$ cat src/rtl/axilite_regbank_if.sv
// AXI4-Lite slave channel bundle for axilite_regbank.
// Clock and reset stay outside the bundle as plain ports.
interface axilite_regbank_if #(
    parameter int C_S_AXI_DATA_WIDTH = 32,
    parameter int C_S_AXI_ADDR_WIDTH = 6
);
    logic [C_S_AXI_ADDR_WIDTH-1:0]     awaddr;
    logic                              awvalid;
    logic                              awready;
    logic [2:0]                        awport;
    logic [C_S_AXI_DATA_WIDTH-1:0]     wdata;
    logic [C_S_AXI_DATA_WIDTH/8-1:0]   wstrb;
    logic                              wvalid;
    logic                              wready;
    logic [1:0]                        bresp;
    logic                              bvalid;
    logic                              bready;
    logic [C_S_AXI_ADDR_WIDTH-1:0]     araddr;
    logic                              arvalid;
    logic                              arready;
    logic [2:0]                        arport;
    logic [C_S_AXI_DATA_WIDTH-1:0]     rdata;
    logic [1:0]                        rresp;
    logic                              rvalid;
    logic                              rready;

    modport slave (
        input  awaddr, awvalid, awport, wdata, wstrb, wvalid, bready,
        input  araddr, arvalid, arport, rready,
        output awready, wready, bresp, bvalid, arready, rdata, rresp, rvalid
    );

    modport master (
        output awaddr, awvalid, awport, wdata, wstrb, wvalid, bready,
        output araddr, arvalid, arport, rready,
        input  awready, wready, bresp, bvalid, arready, rdata, rresp, rvalid
    );
endinterface

$ cat src/rtl/axilite_regbank.sv
// Parametrised AXI4-Lite register bank: byte-strobed writes, fabric-sourced
// read-only registers, per-register write pulses and SLVERR on bad accesses.
module axilite_regbank #(
    parameter int                            C_S_AXI_DATA_WIDTH = 32,
    parameter int                            C_S_AXI_ADDR_WIDTH = 6,
    parameter int                            NUM_REGS           = 8,
    parameter logic [NUM_REGS-1:0]           RO_MASK            = '0,
    parameter logic [C_S_AXI_DATA_WIDTH-1:0] RST_VAL            = '0
) (
    input  logic                                   s_axi_aclk,
    input  logic                                   s_axi_aresetn,
    axilite_regbank_if.slave                       s_axi,
    output logic [NUM_REGS*C_S_AXI_DATA_WIDTH-1:0] reg_out,
    input  logic [NUM_REGS*C_S_AXI_DATA_WIDTH-1:0] reg_in,
    output logic [NUM_REGS-1:0]                    wr_pulse
);
    localparam int DATA_W = C_S_AXI_DATA_WIDTH;
    localparam int ADDR_W = C_S_AXI_ADDR_WIDTH;
    localparam int NB     = DATA_W / 8;
    localparam int OFS    = $clog2(NB);
    localparam int IDX_W  = ADDR_W - OFS;
    localparam int SLOTS  = 1 << IDX_W;

    localparam logic [1:0] RESP_OKAY   = 2'b00;
    localparam logic [1:0] RESP_SLVERR = 2'b10;

    function automatic logic [DATA_W-1:0] merge_bytes(
        input logic [DATA_W-1:0] old_val,
        input logic [DATA_W-1:0] new_val,
        input logic [NB-1:0]     strb
    );
        logic [DATA_W-1:0] res;
        res = old_val;
        for (int k = 0; k < NB; k++) begin
            if (strb[k]) res[k*8 +: 8] = new_val[k*8 +: 8];
        end
        return res;
    endfunction

    logic              rst_done;
    logic              aw_held;
    logic              w_held;
    logic [IDX_W-1:0]  aw_idx;
    logic [DATA_W-1:0] w_data;
    logic [NB-1:0]     w_strb;

    logic [DATA_W-1:0] slot_val [SLOTS];
    logic [SLOTS-1:0]  slot_ok;
    logic [SLOTS-1:0]  slot_ro;
    logic [SLOTS-1:0]  wr_hit;

    logic             aw_hs;
    logic             w_hs;
    logic             ar_hs;
    logic             commit;
    logic             wr_err;
    logic [IDX_W-1:0] ar_idx;

    assign s_axi.awready = rst_done & ~aw_held & ~s_axi.bvalid;
    assign s_axi.wready  = rst_done & ~w_held & ~s_axi.bvalid;
    assign s_axi.arready = rst_done & ~s_axi.rvalid;

    assign aw_hs  = s_axi.awvalid & s_axi.awready;
    assign w_hs   = s_axi.wvalid & s_axi.wready;
    assign ar_hs  = s_axi.arvalid & s_axi.arready;
    assign ar_idx = s_axi.araddr[ADDR_W-1:OFS];

    // A write commits on the edge after both address and data are held.
    assign commit = aw_held & w_held;
    assign wr_err = ~slot_ok[aw_idx] | slot_ro[aw_idx];
    assign wr_hit = (commit & ~wr_err) ? (SLOTS'(1) << aw_idx) : '0;

    always_ff @(posedge s_axi_aclk or negedge s_axi_aresetn) begin
        if (!s_axi_aresetn) begin
            rst_done     <= 1'b0;
            aw_held      <= 1'b0;
            w_held       <= 1'b0;
            aw_idx       <= '0;
            w_data       <= '0;
            w_strb       <= '0;
            wr_pulse     <= '0;
            s_axi.bvalid <= 1'b0;
            s_axi.bresp  <= RESP_OKAY;
            s_axi.rvalid <= 1'b0;
            s_axi.rresp  <= RESP_OKAY;
            s_axi.rdata  <= '0;
        end else begin
            rst_done <= 1'b1;
            wr_pulse <= wr_hit[NUM_REGS-1:0];

            if (aw_hs) begin
                aw_held <= 1'b1;
                aw_idx  <= s_axi.awaddr[ADDR_W-1:OFS];
            end
            if (w_hs) begin
                w_held <= 1'b1;
                w_data <= s_axi.wdata;
                w_strb <= s_axi.wstrb;
            end

            if (commit) begin
                aw_held      <= 1'b0;
                w_held       <= 1'b0;
                s_axi.bvalid <= 1'b1;
                s_axi.bresp  <= wr_err ? RESP_SLVERR : RESP_OKAY;
            end else if (s_axi.bvalid && s_axi.bready) begin
                s_axi.bvalid <= 1'b0;
            end

            // Read samples pre-commit storage, so a colliding write is not yet visible.
            if (ar_hs) begin
                s_axi.rvalid <= 1'b1;
                s_axi.rdata  <= slot_val[ar_idx];
                s_axi.rresp  <= slot_ok[ar_idx] ? RESP_OKAY : RESP_SLVERR;
            end else if (s_axi.rvalid && s_axi.rready) begin
                s_axi.rvalid <= 1'b0;
            end
        end
    end

    for (genvar i = 0; i < SLOTS; i++) begin : g_slot
        if (i >= NUM_REGS) begin : g_none
            assign slot_val[i] = '0;
            assign slot_ok[i]  = 1'b0;
            assign slot_ro[i]  = 1'b0;
        end else if (RO_MASK[i]) begin : g_ro
            assign slot_val[i]                  = reg_in[i*DATA_W +: DATA_W];
            assign slot_ok[i]                   = 1'b1;
            assign slot_ro[i]                   = 1'b1;
            assign reg_out[i*DATA_W +: DATA_W]  = reg_in[i*DATA_W +: DATA_W];
        end else begin : g_rw
            logic [DATA_W-1:0] q;
            always_ff @(posedge s_axi_aclk or negedge s_axi_aresetn) begin
                if (!s_axi_aresetn) begin
                    q <= RST_VAL;
                end else if (wr_hit[i]) begin
                    q <= merge_bytes(q, w_data, w_strb);
                end
            end
            assign slot_val[i]                  = q;
            assign slot_ok[i]                   = 1'b1;
            assign slot_ro[i]                   = 1'b0;
            assign reg_out[i*DATA_W +: DATA_W]  = q;
        end
    end

    logic unused_ok;
    assign unused_ok = ^{reg_in, s_axi.awport, s_axi.arport,
                         s_axi.awaddr[OFS-1:0], s_axi.araddr[OFS-1:0], wr_hit};
endmodule

$ cat src/flat_wrapper.sv
// flat-port wrapper written by rule: the top's interface ports become plain ports
module axilite_regbank_flat 
#(
    parameter int                            C_S_AXI_DATA_WIDTH = 32,
    parameter int                            C_S_AXI_ADDR_WIDTH = 6,
    parameter int                            NUM_REGS           = 8,
    parameter logic [NUM_REGS-1:0]           RO_MASK            = '0,
    parameter logic [C_S_AXI_DATA_WIDTH-1:0] RST_VAL            = '0
)
  (s_axi_aclk, s_axi_aresetn, reg_out, reg_in, wr_pulse, s_axi_awaddr, s_axi_awvalid, s_axi_awport, s_axi_wdata, s_axi_wstrb, s_axi_wvalid, s_axi_bready, s_axi_araddr, s_axi_arvalid, s_axi_arport, s_axi_rready, s_axi_awready, s_axi_wready, s_axi_bresp, s_axi_bvalid, s_axi_arready, s_axi_rdata, s_axi_rresp, s_axi_rvalid);
  axilite_regbank_if #(.C_S_AXI_DATA_WIDTH(C_S_AXI_DATA_WIDTH), .C_S_AXI_ADDR_WIDTH(C_S_AXI_ADDR_WIDTH)) s_axi_i ();
  input  logic s_axi_aclk;
  input  logic s_axi_aresetn;
  output logic [NUM_REGS*C_S_AXI_DATA_WIDTH-1:0] reg_out;
  input  logic [NUM_REGS*C_S_AXI_DATA_WIDTH-1:0] reg_in;
  output logic [NUM_REGS-1:0] wr_pulse;
  input wire logic [$bits(s_axi_i.awaddr)-1:0] s_axi_awaddr;
  input wire logic [$bits(s_axi_i.awvalid)-1:0] s_axi_awvalid;
  input wire logic [$bits(s_axi_i.awport)-1:0] s_axi_awport;
  input wire logic [$bits(s_axi_i.wdata)-1:0] s_axi_wdata;
  input wire logic [$bits(s_axi_i.wstrb)-1:0] s_axi_wstrb;
  input wire logic [$bits(s_axi_i.wvalid)-1:0] s_axi_wvalid;
  input wire logic [$bits(s_axi_i.bready)-1:0] s_axi_bready;
  input wire logic [$bits(s_axi_i.araddr)-1:0] s_axi_araddr;
  input wire logic [$bits(s_axi_i.arvalid)-1:0] s_axi_arvalid;
  input wire logic [$bits(s_axi_i.arport)-1:0] s_axi_arport;
  input wire logic [$bits(s_axi_i.rready)-1:0] s_axi_rready;
  output wire logic [$bits(s_axi_i.awready)-1:0] s_axi_awready;
  output wire logic [$bits(s_axi_i.wready)-1:0] s_axi_wready;
  output wire logic [$bits(s_axi_i.bresp)-1:0] s_axi_bresp;
  output wire logic [$bits(s_axi_i.bvalid)-1:0] s_axi_bvalid;
  output wire logic [$bits(s_axi_i.arready)-1:0] s_axi_arready;
  output wire logic [$bits(s_axi_i.rdata)-1:0] s_axi_rdata;
  output wire logic [$bits(s_axi_i.rresp)-1:0] s_axi_rresp;
  output wire logic [$bits(s_axi_i.rvalid)-1:0] s_axi_rvalid;
  assign s_axi_i.awaddr = s_axi_awaddr;
  assign s_axi_i.awvalid = s_axi_awvalid;
  assign s_axi_i.awport = s_axi_awport;
  assign s_axi_i.wdata = s_axi_wdata;
  assign s_axi_i.wstrb = s_axi_wstrb;
  assign s_axi_i.wvalid = s_axi_wvalid;
  assign s_axi_i.bready = s_axi_bready;
  assign s_axi_i.araddr = s_axi_araddr;
  assign s_axi_i.arvalid = s_axi_arvalid;
  assign s_axi_i.arport = s_axi_arport;
  assign s_axi_i.rready = s_axi_rready;
  assign s_axi_awready = s_axi_i.awready;
  assign s_axi_wready = s_axi_i.wready;
  assign s_axi_bresp = s_axi_i.bresp;
  assign s_axi_bvalid = s_axi_i.bvalid;
  assign s_axi_arready = s_axi_i.arready;
  assign s_axi_rdata = s_axi_i.rdata;
  assign s_axi_rresp = s_axi_i.rresp;
  assign s_axi_rvalid = s_axi_i.rvalid;
  axilite_regbank #(.C_S_AXI_DATA_WIDTH(C_S_AXI_DATA_WIDTH), .C_S_AXI_ADDR_WIDTH(C_S_AXI_ADDR_WIDTH), .NUM_REGS(NUM_REGS), .RO_MASK(RO_MASK), .RST_VAL(RST_VAL)) u_core (.s_axi_aclk(s_axi_aclk), .s_axi_aresetn(s_axi_aresetn), .s_axi(s_axi_i), .reg_out(reg_out), .reg_in(reg_in), .wr_pulse(wr_pulse));
endmodule
$ cat config.mk
export PLATFORM = sky130hd
export DESIGN_NAME = axilite_regbank_flat
export DESIGN_NICKNAME = d
export VERILOG_FILES = /design/src/rtl/axilite_regbank_if.sv /design/src/rtl/axilite_regbank.sv /design/src/flat_wrapper.sv
export SDC_FILE = /design/constraint.sdc
export NUM_CORES = 1
export LEC_CHECK = 0
export ABC_AREA = 1
export ABC_CLOCK_PERIOD_IN_PS = 1910
export BUFFER_PORTS_ARGS = -buffer_cell sky130_fd_sc_hd__clkbuf_2
export CORE_AREA = 2 2 244 246
export DETAILED_ROUTE_END_ITERATION = 6
export DIE_AREA = 0 0 246 248
export MAX_ROUTING_LAYER = met4
export PLACE_DENSITY = 0.6
export SETUP_SLACK_MARGIN = 0.3
export SLEW_MARGIN = 20
export SYNTH_ARGS = -nofsm -noshare
export SYNTH_HDL_FRONTEND = slang
export SYNTH_SLANG_ARGS = --single-unit
$ cat constraint.sdc
create_clock -name s_axi_aclk -period 1.91 [get_ports s_axi_aclk]
set_input_delay 0.382 -clock s_axi_aclk [delete_from_list [all_inputs] [get_ports s_axi_aclk]]
set_output_delay 0.382 -clock s_axi_aclk [all_outputs]
set_load 0.1 [all_outputs]
Yosys cells after proc, flatten, opt, wreduce, memory -nomap -nowiden

Memory sizes are Yosys's and may differ from the RTL's.
Index checks and enable logic that the tools add are counted.
W data, S select, Z words.

Magnitude comparators: 3
Shifts and indexed selects: 1
Multiplexer cells: 17
Bitwise gates (word level): 18
Reduce and logical (&&, ||, !) cells: 38

Operator list:

| cell                  | number |
|---|---|
| $bmux W32 S4          | 1 |
| $mux W32              | 2 |
| $reduce_and A2 Y1     | 32 |
| $mux W1               | 11 |
| $and A1 B1 Y1         | 10 |
| $lt A4 B5 Y1 const B  | 2 |
| $mux W8               | 1 |
| $reduce_bool A2 Y1    | 4 |
| $shl A1 B4 Y8 const A | 1 |
| $not A1 Y1            | 6 |
| $ge A5 B5 Y1 const B  | 1 |
| $not A4 Y5            | 1 |
| $mux W2               | 2 |
| $logic_and A1 B1 Y1   | 2 |
| $or A1 B1 Y1          | 1 |

Bits in registers: 345
Memory bits (read-only): 48
Word-level logic and storage cells: 124
Memories: 3

Memory list:

| name             | depth | bits a word | rd ports | clocked after Yosys merged registers in | write ports | RTL line               | source |
|---|---|---|---|---|---|---|---|
| (name not given) | 16    | 1           | 1        | 0                                       | 0           | axilite_regbank.sv:70  | `assign wr_err = ~slot_ok[aw_idx] \| slot_ro[aw_idx];` |
| (name not given) | 16    | 1           | 1        | 0                                       | 0           | axilite_regbank.sv:70  |  |
| (name not given) | 16    | 1           | 1        | 0                                       | 0           | axilite_regbank.sv:114 | `s_axi.rresp <= slot_ok[ar_idx] ? RESP_OKAY : RESP_SLVERR;` |

Logic depth before layout (Yosys ltp)

Gate-level depths: netlist (run 1).

Depth in word-level cells: 8
Mapped depth: 9
Gate-level depth less buffers: 7

Worst setup path before layout (run 1)

OpenSTA, ideal clock, no wires.

Path type: reg2reg
Start point: register u_core.s_axi.bvalid
End point: register u_core.aw_idx[0]
Library setup time: 132 ps
Arrival time: 3873 ps
Required time: 1778 ps
Path slack: -2094 ps
Cell stages (with the launch flop): 5
Buffers on the path: 0
Period minus slack after synthesis: 4004 ps
Cells stage by stage: dfrtp_1 > nor3_1 > nand2_1 > nor2_1 > a21oi_1

Word-level cells in the longest chain between the ends: 3

Ends and longest elaborated chain:

| item                   | RTL line                 | source |
|---|---|---|
| from (decl)            | axilite_regbank_if.sv:30 | `output awready, wready, bresp, bvalid, arready, rdata, rresp, rvalid` |
| from (signal assigned) | axilite_regbank.sv:82    | `s_axi.bvalid <= 1'b0;` |
| from (signal assigned) | axilite_regbank.sv:104   | `s_axi.bvalid <= 1'b1;` |
| from (signal assigned) | axilite_regbank.sv:107   | `s_axi.bvalid <= 1'b0;` |
| $not A1 Y1             | axilite_regbank.sv:59    | `assign s_axi.awready = rst_done & ~aw_held & ~s_axi.bvalid;` |
| $and A1 B1 Y1          | axilite_regbank.sv:59    |  |
| via s_axi_awready      | flat_wrapper.sv:28       | `output wire logic [$bits(s_axi_i.awready)-1:0] s_axi_awready;` |
| $and A1 B1 Y1          | axilite_regbank.sv:63    | `assign aw_hs = s_axi.awvalid & s_axi.awready;` |
| to (signal assigned)   | axilite_regbank.sv:93    | `aw_idx <= s_axi.awaddr[ADDR_W-1:OFS];` |
| to (decl)              | axilite_regbank.sv:43    | `logic [IDX_W-1:0] aw_idx;` |

The timed path passes the listed nets, and every way through them passes these cells.
A chain may end at the register's enable or synchronous reset.

Final worst setup path (run 1)

Start point: register u_core.s_axi.bvalid
End point: output port s_axi_wready

Word-level cells in the longest chain between the ends: 2

Ends and longest elaborated chain:

| item          | RTL line              | source |
|---|---|---|
| $not A1 Y1    | axilite_regbank.sv:60 | `assign s_axi.wready = rst_done & ~w_held & ~s_axi.bvalid;` |
| $and A1 B1 Y1 | axilite_regbank.sv:60 |  |
| to (decl)     | flat_wrapper.sv:29    | `output wire logic [$bits(s_axi_i.wready)-1:0] s_axi_wready;` |

No other way between the ends.

==> summary.md, run 1 <==
| Metric | Value |
|---|---|
| GRT overflow | `0` |
| Mapped Area | `16000 um2` |
| P&R area growth vs syn | `77.1%` |
| Worst Path Max Fanout | `4` |
| Initial Util | `27.4%` |
| Area leader, netlist | `dfrtp_1` |
| WP data required | `1.53 ns` |
| Max-cap violations | `0` |
| CTS tree | `yes` |
| Cell count along the critical path | `2` |
| Count leader, synth | `nand2_1` |
| HP Class | `input pin to flip-flop` |
| Filler cells | `4949` |
| Iteration-0 DRC Markers | `1281` |
| Root Buffer Master | `clkbuf_16` |
| Clk sink count | `343` |
| Clk slew on worst S/H paths | `0.06 ns` |
| Hold Path Depth | `3` |
| Fmax | `538 MHz` |
| Setup Skew | `0.0284 ns` |
| Die height | `248 um` |
| Port buffer count | `353` |
| Yosys Warn Count | `0` |
| Final #Nets | `2759` |
| Mean Syn Cell Area | `8.35 um2` |
| Yosys top cell area share | `53.6%` |
| Post-Place Cells | `2983` |
| Die width | `246 um` |
| Worst Path Arrival | `1.48 ns` |
| Area post-placement | `18900 um2` |
| HPWL after DPL | `39300 um` |
| DRT antenna net count | `0` |
| Final instance area | `28400 um2` |
| Top cells by area, synth | `dfrtp_1, nand2_1, o21ai_1` |
| Pre-CTS WS | `0.236 ns` |
| Fin crit period | `1.86 ns` |
| Worst slew pin tran | `0.810 ns` |
| RSZ-0062 raised after global routing | `true` |
| WL per Instance | `22.9 um` |
| Routed vias | `16158` |
| CP max-delay cell | `dfrtp_4` |
| Post-layout worst setup margin | `0.0520 ns` |
| Largest net degree at the start of global routing | `74` |
| Ports | `622` |
| Crit. End Element | `primary output` |
| Final cell count without fillers | `3249` |
| CP Cell Sequence | `nor3_4 -> buf_12` |
| Yosys cell types | `22` |
| Max incr delay on CP | `0.51 ns` |
| Wirelength, routed | `74500 um` |
| Antenna violations before repair | `1` |
| Detailed Routing Iterations Pass 1 | `6` |
| Leakage power total | `13.3 nW` |
| Total track usage | `21.2%` |
| Inserted Clock Buffers | `41` |
| H-tree levels | `2` |
| Core Area | `58500 um2` |
| DR DRC count | `0` |
| FP Rows | `89` |
| Worst path bufs/invs | `1` |
| Post-synthesis sequential area ratio | `53.6%` |
| Final setup vio count | `0` |
| Final hold vios | `0` |
| Relative slew slack | `46.0%` |
| Total die area | `61000 um2` |
| First-pass GRT wire length | `95000 um` |
| RePlAce Congestion | `0.844` |
| Mapped Cells | `1918` |
| Clk buf depth | `3` |
| Vias per cell | `4.97` |
| Power density cells | `1790 nW/um2` |
| Synth Register Bits | `343` |
| Core Util, Final | `48.5%` |
| Maximum vdd drop | `1.49 mV` |
| Post-synth EDFFs | `0` |
| Via count of the first global-routing pass | `15225` |
| Slew Viols, Final | `0` |
| Clock Latency Late Sink | `0.57 ns` |
| Crit Path Class | `flip-flop to primary output` |
| Layout cells sized above 1 | `42.0%` |
| Status | `completed` |
| Ys async rst share | `100%` |
| Post-synth top cells | `nand2_1, dfrtp_1, inv_1` |
| Most used DFF post-synth | `dfrtp_1` |
| Worst reg2reg path depth | `9` |
| CP top delay family | `flip-flops` |
| Critical path launch point type | `flip-flop` |
| Final Cycle Share | `97.3%` |
==> through the flow <==
stage / TNS [ns] / total power (W) / hold WS [ns]
after CTS: 0 / 0.0483 / 0.0369
after floorplan: -13.12 / 0.0284 / 0.0864
after global placement: 0 / 0.0325 / 0.337
final: 0 / 0.0508 / 0.0685
after detailed placement: 0 / 0.0326 / 0.338
after global routing: -0.00583 / 0.0524 / 0.0671
==> cell usage in the layout, fill, tap and decap left out, types with 2 or more instances in the layout <==
cell / instances
nand2_8: 48
nor3_4: 2
diode_2: 2
clkbuf_2: 48
nand3_1: 167
conb_1: 3
buf_12: 33
inv_6: 2
dlygate4sd3_1: 3
inv_1: 236
inv_2: 2
nand2_2: 137
nor2_4: 2
nand2_4: 70
buf_6: 30
clkinvlp_4: 2
clkinv_2: 7
nand2_1: 463
buf_4: 144
dfrtp_4: 2
o21ai_2: 107
bufinv_16: 4
dfrtp_1: 329
clkbuf_8: 89
nand3_2: 29
buf_8: 8
nor2_8: 9
o21ai_0: 3
a21oi_1: 37
clkbuf_16: 249
nor2_1: 39
o21ai_1: 149
clkbuf_1: 7
dfrtp_2: 12
==> tightest hold or removal path, cell delays in order <==
cell and delay [ns]:
clkbuf_2 0.08, nor2_1 0.09, a21oi_1 0.04
==> layout make-up <==
class                           count  area (um2)  area share [%]
Timing Repair Buffer              551        8710            30.7
Sequential cell                   343        8610            30.3
Multi-Input combinational cell   1266        7760            27.4
Clock buffer                       60        1240            4.37
Tap cell                          773         967            3.41
Inverter                          239         900            3.17
Clock inverter                     15         188           0.661
Antenna cell                        2        5.00          0.0176
==> path summary, 6_finish.rpt <==
kind | endpoint | slack, ns | start
min in group asynchronous | u_core.s_axi.rdata[21] | 0.33 | s_axi_aresetn
hold reg to reg | u_core.s_axi.rdata[9] | 0.50 | u_core.s_axi.rdata[9]
hold / removal | u_core.w_data[23] | 0.07 | s_axi_wdata[23]
setup / recovery | s_axi_wready | 0.05 | u_core.s_axi.bvalid
max in group asynchronous | u_core.g_slot[4].g_rw.q[26] | 0.76 | s_axi_aresetn
setup reg to reg | u_core.g_slot[1].g_rw.q[16] | 0.06 | u_core.aw_held
==> repair_timing <==
action / in CTS / in global routing
hold buffers: 3 / 0
setup buffers: 117 / 41
gates resized for setup: 789 / 440
setup endpoints to repair: 505 / 501
hold endpoints to repair: 36 / 0
pin swaps: 2 / 60
cloned: 0 / 28
==> state kept, by name, indices dropped and copies added, names as in the netlist <==
signal,cells
u_core.aw_held,1
u_core.rst_done,1
u_core.w_strb,4
u_core.s_axi.rvalid,1
u_core.s_axi.rdata,32
u_core.w_held,1
u_core.g_slot.g_rw.q,256
u_core.w_data,32
u_core.wr_pulse,8
u_core.s_axi.bvalid,1
u_core.aw_idx,4
u_core.s_axi.bresp,1
u_core.s_axi.rresp,1
==> power by group <==
part / switching, W / internal, W
Clock: 0.00338 / 0.00505
Combinational: 0.0203 / 0.0101
Sequential: 0.00250 / 0.00945
==> per-layer routing <==
layer / routed length [um] / share of wire (%) / up-vias / GRT usage (%)
met3: 7840 / 11 / 194 / 6.25
li1: - / - / 7124 / -
met4: 2720 / 3.6 / 0 / 8.04
met5: 0 / 0 / - / -
met1: 30500 / 41 / 7897 / 26.4
met2: 33400 / 45 / 943 / 32.4
==> kinds of logic (layout without fill, tap and decap cells) <==
family,Yosys count,count (layout),synth area share [%]
compound gates,297,297,10.5
other cells,2,5,0.0469
flops,343,343,53.6
simple gates,938,966,26.3
buf+inv,338,865,9.60
(Power assumes the default switching activity.)
==> run 2, diff against run 1 <==
--- a/config.mk
+++ b/config.mk
@@ -7,14 +7,14 @@
 export LEC_CHECK = 0
 export ABC_AREA = 1
 export ABC_CLOCK_PERIOD_IN_PS = 1910
-export BUFFER_PORTS_ARGS = -buffer_cell sky130_fd_sc_hd__clkbuf_2
 export CORE_AREA = 2 2 244 246
 export DETAILED_ROUTE_END_ITERATION = 6
 export DIE_AREA = 0 0 246 248
+export DONT_BUFFER_PORTS = 1
 export MAX_ROUTING_LAYER = met4
-export PLACE_DENSITY = 0.6
+export PLACE_DENSITY = 0.51
 export SETUP_SLACK_MARGIN = 0.3
-export SLEW_MARGIN = 20
+export SLEW_MARGIN = 30
 export SYNTH_ARGS = -nofsm -noshare
 export SYNTH_HDL_FRONTEND = slang
 export SYNTH_SLANG_ARGS = --single-unit
==> run 2 against run 1 <==
  * The flow now finishes with violations (hold timing)
  * Count of clock-buffer cells in the layout grew 8
  * Sequential cell count unchanged
  * First-iteration DRC count down 20%
  * Largest cell class is now sequential cells
  * Largest power group unchanged
==> summary.md, run 2 (synthesis gave the netlist of run 1 again) <==
| Metric | Value |
|---|---|
| Crit Path Class | `flip-flop to primary output` |
| Initial Util | `27.4% (unchanged)` |
| Worst slew pin tran | `0.743 ns (-0.0661 ns)` |
| HP Class | `input pin to asynchronous set/reset pin` |
| H-tree levels | `2 (unchanged)` |
| Filler cells | `5790 (+17%)` |
| WL per Instance | `21.5 um (-6.3%)` |
| Final Cycle Share | `98.2% (+0.91 points)` |
| Port buffer count | `0 (-100%)` |
| FP Rows | `89 (unchanged)` |
| Most frequent cells in the layout | `nand2_1, dfrtp_1, inv_1, buf_6, o21ai_1` |
| Worst Path Max Fanout | `3 (-1)` |
| Crit. End Element | `primary output` |
| P&R area growth vs syn | `48.5%` |
| Die height | `248 um (unchanged)` |
| Largest net degree at the start of global routing | `344 (+360%)` |
| Pre-CTS WS | `0.170 ns (-0.0659 ns)` |
| DRT antenna net count | `0 (unchanged)` |
| Fin crit period | `1.88 ns (+0.0174 ns)` |
| Clk slew on worst S/H paths | `0.06 ns (about the same)` |
| Leading cell type in the layout, fill and taps excluded | `nand2_1` |
| Setup Skew | `0.0169 ns (-0.0115 ns)` |
| Leakage power total | `11.3 nW (-15%)` |
| Maximum vdd drop | `1.08 mV (-28%)` |
| Total power | `0.0448 W (-12%)` |
| Largest register FFs | `256 (unchanged)` |
| Die width | `246 um (unchanged)` |
| Wirelength, routed | `66300 um (-11%)` |
| Largest Register | `u_core.g_slot.g_rw.q` |
| Power density cells | `1880 nW/um2 (+5.2%)` |
| RSZ-0062 raised after global routing | `true` |
| Total die area | `61000 um2 (unchanged)` |
| Status | `finished, violations left` |
| Final #Nets | `2597 (-5.9%)` |
| Fmax | `533 MHz (-0.93%)` |
| Vias per cell | `4.75 (-4.4%)` |
| Core Area | `58500 um2 (unchanged)` |
| Clock Latency Late Sink | `0.56 ns (about the same)` |
| Relative slew slack | `50.4% (+4.4 points)` |
| Hold WS | `-0.477 ns (-0.546 ns)` |
| Critical path launch point type | `flip-flop` |
| Area post-placement | `19000 um2 (+1.0%)` |
| Iteration-0 DRC Markers | `1026 (-20%)` |
| Violated checks | `hold timing` |
| Inserted Clock Buffers | `42 (+2.4%)` |
| DR DRC count | `0 (unchanged)` |
| Final cell count without fillers | `3086 (-5.0%)` |
| WP data required | `1.53 ns (about the same)` |
| Post-CTS Hold Buffers | `38 (+35)` |
| Post-layout worst setup margin | `0.0347 ns (-0.0174 ns)` |
| First-pass GRT wire length | `94300 um (-0.77%)` |
| Slew Viols, Final | `0 (unchanged)` |
| Root Buffer Master | `clkbuf_16` |
| Worst Path Arrival | `1.49 ns (about the same)` |
| HPWL after DPL | `39700 um (+1.0%)` |
| Max-cap violations | `0 (unchanged)` |
| GRT overflow | `0 (unchanged)` |
| Clk sink count | `343 (unchanged)` |
| Clk buf depth | `3 (unchanged)` |
| Post-Place Cells | `2913 (-2.3%)` |
| Via count of the first global-routing pass | `14472 (-4.9%)` |
| Largest regs | `u_core.g_slot.g_rw.q x256, u_core.s_axi.rdata x32, u_core.w_data x32` |
| Final hold vios | `343 (+343)` |
| RePlAce Congestion | `0.864 (+2.3%)` |
| Final setup vio count | `0 (unchanged)` |
| Ports | `622 (unchanged)` |
| CTS tree | `yes` |
| Final instance area | `23800 um2 (-16%)` |
| Routed vias | `14670 (-9.2%)` |
| Layout cells sized above 1 | `35.0% (-6.9 points)` |
| Antenna violations before repair | `1 (unchanged)` |
| Detailed Routing Iterations Pass 1 | `5 (-1)` |
| Total track usage | `21.4% (+0.26 points)` |
-- run 2: final timing paths --
check	startpoint	to	slack [ns]	depth (start not counted)
min in group s_axi_aclk	s_axi_wstrb[2]	u_core.w_strb[2]	0.05	2
hold / removal	s_axi_aresetn	u_core.g_slot[5].g_rw.q[21]	-0.48	0
setup reg to reg	u_core.w_held	u_core.g_slot[2].g_rw.q[5]	0.25	9
setup / recovery	u_core.s_axi.bvalid	s_axi_awready	0.03	2
hold reg to reg	u_core.s_axi.rdata[0]	u_core.s_axi.rdata[0]	0.50	2
max in group asynchronous	s_axi_aresetn	u_core.w_data[5]	1.81	0
-- run 2: layout make-up --
class,count,area [um2],area share [%]
inverter,239,900,3.78
multi-input combinational,1266,7600,32.0
timing repair buffer,388,4290,18.0
sequential,343,8590,36.1
clock inverter,7,91.3,0.384
antenna,2,5.00,0.0210
tap,773,967,4.07
clock buffer,68,1340,5.64
-- run 2: repair_timing --
| item | in CTS | in global routing |
|---|---|---|
| pin swaps | 12 | 32 |
| gates resized for setup | 382 | 207 |
| gates cloned | 20 | 8 |
| setup buffers | 29 | 1 |
| endpoints found under the setup margin | 495 | 360 |
| endpoints found under the hold margin | 381 | 343 |
-- run 2: per-layer routing --
metal  routed length [um]  part of all wire [%]  vias up  global-route usage [%]
li1                     -                     -     6818                       -
met1                27600                    42     7169                    26.7
met2                28800                    43      564                    30.7
met3                 8000                    12      119                    9.41
met4                 1850                   2.8        0                    7.49
met5                    0                     0        -                       -
-- run 2: through the flow --
step,TNS [ns],utilization [%]
floorplan,-13.12,-
global placement,0,32.6
detailed placement,0,32.6
CTS,0,39.2
global route,-0.0283,40.7
finish,0,40.7
-- run 2: power by group --
group          switching, W  internal (W)  leakage, nW
Clock               0.00325       0.00506        0.704
Sequential          0.00132       0.00944         4.59
Combinational        0.0200       0.00569         6.02
-- run 2: critical path: stages, from the launching register on --
cell	delay (ns)
dfrtp_4	0.50
nor3_4	0.21
buf_12	0.21
==> run 3, diff against run 2 <==
--- a/config.mk
+++ b/config.mk
@@ -12,7 +12,6 @@
 export DIE_AREA = 0 0 246 248
 export DONT_BUFFER_PORTS = 1
 export MAX_ROUTING_LAYER = met4
-export PLACE_DENSITY = 0.51
 export SETUP_SLACK_MARGIN = 0.3
 export SLEW_MARGIN = 30
 export SYNTH_ARGS = -nofsm -noshare
==> run 3 against run 2 <==
  * The run still ends with hold timing left
  * Wire length down 0.53%
  * Fmax up 2.1%
  * Count of clock-buffer cells in the layout down 11
  * Clock power down 9.5%
  * Via count up 1.0%
  * Setup slack better by 0.039 ns
  * Sequential share of layout area up 0.11 points
  * Combinational power about the same
  * Die area unchanged
  * Hold slack better by 0.025 ns
  * Power down 1.5%
  * Critical path depth unchanged
==> summary.md, run 3 (synthesis gave the netlist of run 1 again) <==
| Metric | Value |
|---|---|
| Core Area | `58500 um2 (unchanged)` |
| Final Cycle Share | `96.1% (-2.1 points)` |
| HP Class | `input pin to asynchronous set/reset pin` |
| Port buffer count | `0 (unchanged)` |
| Worst reg2reg path startpoint | `u_core.w_held` |
| Setup TNS | `0 ns (unchanged)` |
| FP Rows | `89 (unchanged)` |
| WL per Instance | `21.4 um (-0.40%)` |
| Largest regs | `u_core.g_slot.g_rw.q x256, u_core.s_axi.rdata x32, u_core.w_data x32` |
| Final #Nets | `2598 (+0.039%)` |
| Setup Skew | `0.0167 ns (-0.000237 ns)` |
| Clock Latency Late Sink | `0.55 ns (about the same)` |
| Total track usage | `18.8% (-2.7 points)` |
| Crit. End Element | `primary output` |
| Routed vias | `14816 (+1.0%)` |
| Root Buffer Master | `clkbuf_16` |
| Core Util, Final | `40.6% (-0.10 points)` |
| Vias per cell | `4.81 (+1.1%)` |
| Total power | `0.0441 W (-1.5%)` |
| Ports | `622 (unchanged)` |
| Worst path bufs/invs | `1 (unchanged)` |
| CP Cell Sequence | `nor3_4 -> buf_12` |
| Leading cell type in the layout, fill and taps excluded | `nand2_1` |
| Fmax | `545 MHz (+2.1%)` |
| HPWL after DPL | `38600 um (-2.7%)` |
| Initial Util | `27.4% (unchanged)` |
| Iteration-0 DRC Markers | `1239 (+21%)` |
| First-pass GRT wire length | `84400 um (-10%)` |
| Maximum vdd drop | `1.23 mV (+14%)` |
| Hold WS | `-0.452 ns (+0.0254 ns)` |
| Largest register FFs | `256 (unchanged)` |
| Die width | `246 um (unchanged)` |
| Max incr delay on CP | `0.51 ns (about the same)` |
| DRT antenna net count | `0 (unchanged)` |
| Wirelength, routed | `65900 um (-0.53%)` |
| Detailed Routing Iterations Pass 1 | `7 (+2)` |
| Crit Path Class | `flip-flop to primary output` |
| P&R area growth vs syn | `48.1%` |
| Area post-placement | `19100 um2 (+0.12%)` |
| Via count of the first global-routing pass | `14103 (-2.5%)` |
| Most frequent cells in the layout | `nand2_1, dfrtp_1, inv_1, buf_6, o21ai_1` |
| Final instance area | `23700 um2 (-0.25%)` |
| Power density cells | `1860 nW/um2 (-1.2%)` |
| Final hold vios | `343 (unchanged)` |
| Layout cells sized above 1 | `35.2% (+0.18 points)` |
| Post-CTS Hold Buffers | `33 (-13%)` |
| H-tree levels | `2 (unchanged)` |
| Relative slew slack | `42.8% (-7.6 points)` |
| CTS tree | `yes` |
| Critical path startpoint | `u_core.s_axi.bvalid` |
| Clk buf depth | `3 (unchanged)` |
| Clk sink count | `343 (unchanged)` |
| Max-cap violations | `0 (unchanged)` |
| RePlAce Congestion | `0.893 (+3.4%)` |
| Inserted Clock Buffers | `40 (-4.8%)` |
| Violated checks | `hold timing` |
| Worst Path Max Fanout | `5 (+2)` |
| GRT overflow | `0 (unchanged)` |
| CP top delay family | `flip-flops` |
| Antenna violations before repair | `1 (unchanged)` |
| Worst slew pin tran | `0.858 ns (+0.115 ns)` |
| Slew Viols, Final | `0 (unchanged)` |
| DR DRC count | `0 (unchanged)` |
| Worst Path Arrival | `1.45 ns (-0.04 ns)` |
| Clk slew on worst S/H paths | `0.06 ns (about the same)` |
| Largest Register | `u_core.g_slot.g_rw.q` |
| Final setup vio count | `0 (unchanged)` |
| Critical path launch point type | `flip-flop` |
| CP max-delay cell | `dfrtp_4` |
| Largest net degree at the start of global routing | `344 (unchanged)` |
| Total die area | `61000 um2 (unchanged)` |
| Fin crit period | `1.84 ns (-0.0393 ns)` |
| RSZ-0062 raised after global routing | `true` |
| Filler cells | `5570 (-3.8%)` |
| Leakage power total | `11.3 nW (-0.32%)` |
| Status | `finished, violations left` |
| WP data required | `1.53 ns (about the same)` |
| Die height | `248 um (unchanged)` |
## run 3: cell count changes in the layout (fill, tap and decap cells not counted), sizes merged
cell / previous run / this run
nand2: 718 / 720
clkbuf: 68 / 57
clkinvlp: 1 / 3
bufinv: 2 / 1
clkinv: 5 / 6
inv: 238 / 241
diode: 2 / 1
dlygate4sd3: 38 / 33
buf: 350 / 356
## run 3: through the flow
| stage | instances | worst slack, ns | hold WS, ns |
|---|---|---|---|
| after global routing | 3082 | 0.0216 | -0.480 |
| after global placement | 2915 | 0.228 | 0.102 |
| final | 3082 | 0.0739 | -0.452 |
| after detailed placement | 2915 | 0.205 | 0.102 |
| after floorplan | 1919 | -0.378 | 0.0864 |
| after CTS | 3031 | 0.0479 | -0.490 |
## run 3: worst reg2reg max path, delay by kind of cell (launching register included)
kind	cells	cell delay, ns
flops	1	0.41
compound gates	1	0.06
buf+inv	3	0.47
simple gates	6	0.72
## run 3: layout make-up
| type | instances | area [um2] | share of cell area [%] |
|---|---|---|---|
| diodes | 1 | 2.50 | 0.0105 |
| clock buffers | 57 | 1170 | 4.91 |
| clock inverters | 12 | 100 | 0.422 |
| inverters | 239 | 900 | 3.79 |
| multi-input cells | 1268 | 7580 | 31.9 |
| flip-flops and latches | 343 | 8600 | 36.2 |
| well taps | 773 | 967 | 4.08 |
| repair buffers | 389 | 4410 | 18.6 |
## run 3: final timing paths
| check | slack (ns) | endpoint | depth (start not counted) |
|---|---|---|---|
| setup / recovery | 0.07 | s_axi_wready | 2 |
| hold / removal | -0.45 | u_core.g_slot[4].g_rw.q[21] | 0 |
| setup reg to reg | 0.12 | u_core.g_slot[3].g_rw.q[22] | 10 |
| hold reg to reg | 0.51 | u_core.s_axi.rdata[15] | 2 |
| max in group asynchronous | 1.66 | u_core.g_slot[1].g_rw.q[7] | 0 |
| min in group s_axi_aclk | 0.03 | u_core.w_data[27] | 2 |
## run 3: routing by layer
metal  vias to the layer above  part of all wire, %  GRT usage (%)
met5                         -                    0              -
met3                       115                   12           7.66
li1                       6805                    -              -
met2                       698                   44           28.0
met1                      7198                   41           22.4
met4                         0                  2.9           7.99
## run 3: what timing repair did
item | 4_1_cts | 5_1_grt
pin swaps | 9 | 18
cloned | 0 | 30
resized for setup | 183 | 399
endpoints found under the setup margin | 367 | 322
setup buffers | 14 | 20
endpoints found under the hold margin | 376 | 343
## run 3: power breakdown
group,internal [W],switching [W],leakage (nW)
clock,0.00438,0.00314,0.619
sequential,0.00944,0.00136,4.59
combinational,0.00570,0.0201,6.08
